`src/rtl/seen_bitmap.sv`:
```
// One flag per possible data value, used to spot duplicate entries in a permutation walk.
module seen_bitmap #(
    parameter int DATA_W = 8
) (
    input  logic              clk,
    input  logic              reset,
    input  logic              clear,
    input  logic [DATA_W-1:0] test_idx,
    output logic              test_bit,
    input  logic              set_en,
    input  logic [DATA_W-1:0] set_idx
);

    logic [(2**DATA_W)-1:0] bits;

    // clear-all has priority so a new walk never inherits flags from the previous one
    always_ff @(posedge clk or posedge reset) begin
        if (reset) begin
            bits <= '0;
        end else if (clear) begin
            bits <= '0;
        end else if (set_en) begin
            bits[set_idx] <= 1'b1;
        end
    end

    assign test_bit = bits[test_idx];

endmodule

```
`config.mk`:
```
export PLATFORM = sky130hd
export DESIGN_NAME = seen_bitmap
export DESIGN_NICKNAME = d
export VERILOG_FILES = /design/src/rtl/seen_bitmap.sv
export SDC_FILE = /design/constraint.sdc
export NUM_CORES = 1
export LEC_CHECK = 0
export CORE_MARGIN = 2
export CORE_UTILIZATION = 35
export CTS_CLUSTER_SIZE = 16
export DETAILED_ROUTE_END_ITERATION = 6
export PLACE_DENSITY = 0.62
export SYNTH_ARGS = -nofsm -noshare
export SYNTH_HDL_FRONTEND = slang
export SYNTH_SLANG_ARGS = --single-unit
export TNS_END_PERCENT = 20
```
`constraint.sdc`:
```
create_clock -name clk -period 18.7 [get_ports clk]
set_input_delay 4.675 -clock clk [delete_from_list [all_inputs] [get_ports clk]]
set_output_delay 4.675 -clock clk [all_outputs]
set_load 0.05 [all_outputs]
```
After elaboration in Yosys (flattened, before gate mapping) --
Index checks and enable logic that the tools add are counted. W data, S select, Z words.
Storage, ports and cells: output and inout port bits 1, word-level logic and storage cells 13, flip-flop bits (word level) 256, input port bits 20
Operators by class: reduce and logical (&&, ||, !) cells 2, multiplexer cells 6, magnitude comparators 3, bitwise gates (word level) 1
Operator list (number):
- $mux W256 | 2
- $or A256 B256 Y256 | 1
- $lt A8 B9 Y1 const B | 2
- $bmux W1 S8 | 1
- $demux W1 S8 | 1
- $ge A8 B1 Y1 const B | 1
- $mux W1 | 2
- $reduce_bool A2 Y1 | 1
- $logic_and A1 B1 Y1 | 1

Longest topological paths before layout --
word-level depth 7, gate-level depth with buffers 11, mapped depth without buffers 7

Worst setup path after synthesis --
OpenSTA, ideal clock, no wires.
path type input to output, from in test_idx[0], to out test_bit, data required time 14.025 ns, data arrival time 7.022 ns, stages 11, buffers on the path 4, slack 7.003 ns, cells stage by stage buf_6 > buf_12 > buf_12 > or3b_4 > buf_6 > o22ai_2 > nor2_1 > a311oi_1 > o41ai_1 > o2111a_1 > a31oi_1
Between the ends: longest elaborated chain between the ends 2
RTL lines:
- start, declared | RTL line 8 | input logic [DATA_W-1:0] test_idx,
- $bmux W1 S8 | RTL line 27 | assign test_bit = bits[test_idx];
- $mux W1 (implied by the code) | RTL line 27
- end, declared | RTL line 9 | output logic test_bit,
Every way passes these cells. The select of a mux whose other input is x is not followed.

Worst setup path in the final report --
from in test_idx[2], to out test_bit
Same word-level chain as after synthesis.

==> summary.txt <==
Run status
  – Status: completed

Cells and area
  – Regs by FF count: bits x256
  – Fill cell count: 3,150
  – Layout cells sized above 1: 0.107
  – Biggest register: bits
  – Largest register FFs: 256
  – Ant. Diodes: 0
  – Layout Nets: 1,136
  – Area growth syn-to-layout: 13.7%

Clock network
  – CTS tree: built
  – # hold bufs at CTS: 0
  – CTS Sinks: 256
  – Worst-path clk slew: 60 ps
  – Max clock buf depth: 3
  – H-tree depth: 1
  – Clk root buf: clkbuf_16
  – Post-CTS Setup Bufs: 0
  – Post_cts resized: 0
  – Clk_lat worst skew: 550 ps
  – Clock buffer count from CTS: 28

Critical path
  – Worst r2r src: bits[128]$_DFFE_PP0P_
  – CP endpoint: test_bit
  – Worst EP required: 14,030 ps
  – Reg2Reg Capture Point: bits[128]$_DFFE_PP0P_
  – R2r worst-path depth: 2
  – Setup crit start kind: input port
  – WP data arrival: 8620 ps
  – Crit-path max FO: 20
  – Crit Path Class: input port to output port
  – Critical Path End Type: output port
  – R2R setup slack: 17,940 ps
  – Launch point of the worst path: test_idx[2]

Logic synthesis
  – Xor/xnor cell area share of the yosys netlist: 0
  – Commonest cells post-synth: 291 x nor2_1, 259 x a21oi_1, 256 x dfrtp_1
  – Asr flop ratio synth: 1.00
  – Count leader, synth: nor2_1
  – Post-synth net total: 1,155
  – Synth Flop Type: dfrtp_1
  – Multiplexer share of the synthesized area: 0.120
  – Ys Warns: 0
  – Syn Inst Count: 1,135
  – Post-Synth Simple-Gate Area: 0.135
  – EDFF count, synth: 0
  – Top cell type's share of synthesized area: 0.557
  – Synth area leaders: dfrtp_1 56%, a21oi_1 11%, nor2_1 9.5%, mux2i_1 5.1%, mux4_2 4.5%
  – Syn avg cell area: 10.1 sq um
  – Synth Area in Adders: 0
  – Main combinational cell family by area after synthesis: compound AO/OA/AOI/OAI gates
  – Cell Area, Synth: 0.0115 sq mm
  – Complex-gate fraction of the synthesized area: 0.146
  – Cell taking the most area after synthesis: dfrtp_1
  – Register area share after synthesis: 0.557
  – Post-synthesis register bit count: 256
  – Yosys cell types: 42

Place
  – Final HPWL DP: 19,600 um
  – Port bufs: 20
  – GPL Wtd Cong: 0.877

Floorplanning
  – Effective utilization at floorplan: 0.354
  – Die area: 0.0343 sq mm
  – Die H: 185 um
  – Number of core rows: 66
  – IO Count: 21
  – Core region area: 0.0325 sq mm
  – Die width: 185 um

Global route
  – Largest net degree at the start of global routing: 108
  – First-pass GRT wire length: 51,100 um
  – Vias in the first global route: 8,571
  – Antenna violations before repair: 0
  – Tot GR Track Use: 0.192
  – Overflow after GRT: 0

Timing
  – Final period utilization: 0.711
  – # setup viols final: 0
  – FMAX: 0.0752 GHz
  – Pins Over Slew Limit: 0
  – RSZ-0062 raised after global routing: no
  – Setup TNS: 0 ps
  – Slew @ Worst Pin: 1230 ps
  – Minimum clock period: 13,300 ps
  – Final Hold Vio Count: 0
  – Clk_skew: 0 ps
  – Final hold slack: 486 ps
  – Max_slew headroom: 0.177

Power
  – VDD IR max: 0.0643 mV
  – Int Pwr: 0.907 mW
  – Comb pwr share: 0.060
  – Sw power: 0.280 mW
  – Sw Ratio: 0.236
  – Sequential Power Share: 0.468
  – Cell area power density: 90.9 mW/mm^2
  – Pleak: 5.79 nW
  – Share of total power in the clock network: 0.472

Drt
  – DR iter-0 viols: 952
  – Residual DRC: 0
  – Vias per inst: 5.53
  – Vias: 8,727
  – Avg WL per Cell: 20.2 um
  – DRT Pass-1 Iters: 5
  – Routed Antenna Nets: 0
  – Post-Route WL: 31,900 um

Hold path
  – Hold Crit Class: register to register

Flow run
  – MaxCap Viol Count: 0
==> stage by stage <==
step	instance area (sq um)	utilization	setup WS [ps]	cells	power, mW
after CTS	13100	0.403	5460	1579	1.19
after detailed placement	12100	0.374	5460	1528	0.637
after global routing	13100	0.403	5260	1579	1.22
after global placement	12100	0.374	5600	1528	0.637
after floorplan	11500	-	6980	1135	0.615
final	13100	0.403	5400	1579	1.19
==> cell type report <==
cell class,count,area [sq um],share of cell area
clock buffer,41,831,0.0636
multi-input combinational,779,4750,0.363
inverter,4,22.5,0.00172
sequential,256,6410,0.490
timing repair buffer,47,399,0.0305
clock inverter,10,108,0.00824
tap,442,553,0.0423
==> power groups by stage <==
stage	clock (mW)	combinational, mW	sequential, mW
after global routing	0.590	0.0776	0.556
after global placement	0	0.0708	0.566
after detailed placement	0	0.0714	0.566
final	0.560	0.0712	0.556
after floorplan	0	0.0488	0.566
after CTS	0.567	0.0715	0.556
==> metal layers <==
layer	routed length, um	track usage	up-vias
li1	-	-	3937
met1	14600	0.286	4391
met2	14200	0.290	335
met3	2270	0.0360	64
met4	780	0.0479	0
met5	0	0	-
==> layout by cell type, fill, tap and decap left out, types with 16 or more instances in the layout <==
cell type and count:
a21oi_1 259, buf_4 29, clkbuf_16 29, clkdlybuf4s50_1 17
dfrtp_1 256, mux2i_1 58, mux4_2 23, nand2_1 16
nor2_1 291, o22ai_1 20
==> critical path: stages <==
cell,delay [ps]
clkdlybuf4s50_1,1100
nand3b_1,640
o22ai_2,340
nor2_1,80
a311oi_1,280
o41ai_1,140
o2111a_1,190
a31oi_1,290
clkdlybuf4s50_1,870
==> worst min path at each step <==
stage / start / slack (ps) / end / cells past startpoint
floorplan: bits[129]$_DFFE_PP0P_ / 450 / bits[129]$_DFFE_PP0P_ / 2
finish: bits[195]$_DFFE_PP0P_ / 490 / bits[195]$_DFFE_PP0P_ / 2
global route: bits[44]$_DFFE_PP0P_ / 510 / bits[44]$_DFFE_PP0P_ / 2
detailed placement: bits[205]$_DFFE_PP0P_ / 470 / bits[205]$_DFFE_PP0P_ / 2
CTS: bits[205]$_DFFE_PP0P_ / 490 / bits[205]$_DFFE_PP0P_ / 2
global placement: bits[243]$_DFFE_PP0P_ / 470 / bits[243]$_DFFE_PP0P_ / 2
==> cell families after synthesis <==
| kind of cell | count (synthesis) |
|---|---|
| AND/OR/NAND/NOR | 374 |
| AO/OA/AOI/OAI | 312 |
| flip-flops | 256 |
| buffers and inverters | 100 |
| multiplexers | 93 |
Power figures use the tool's default switching activity.
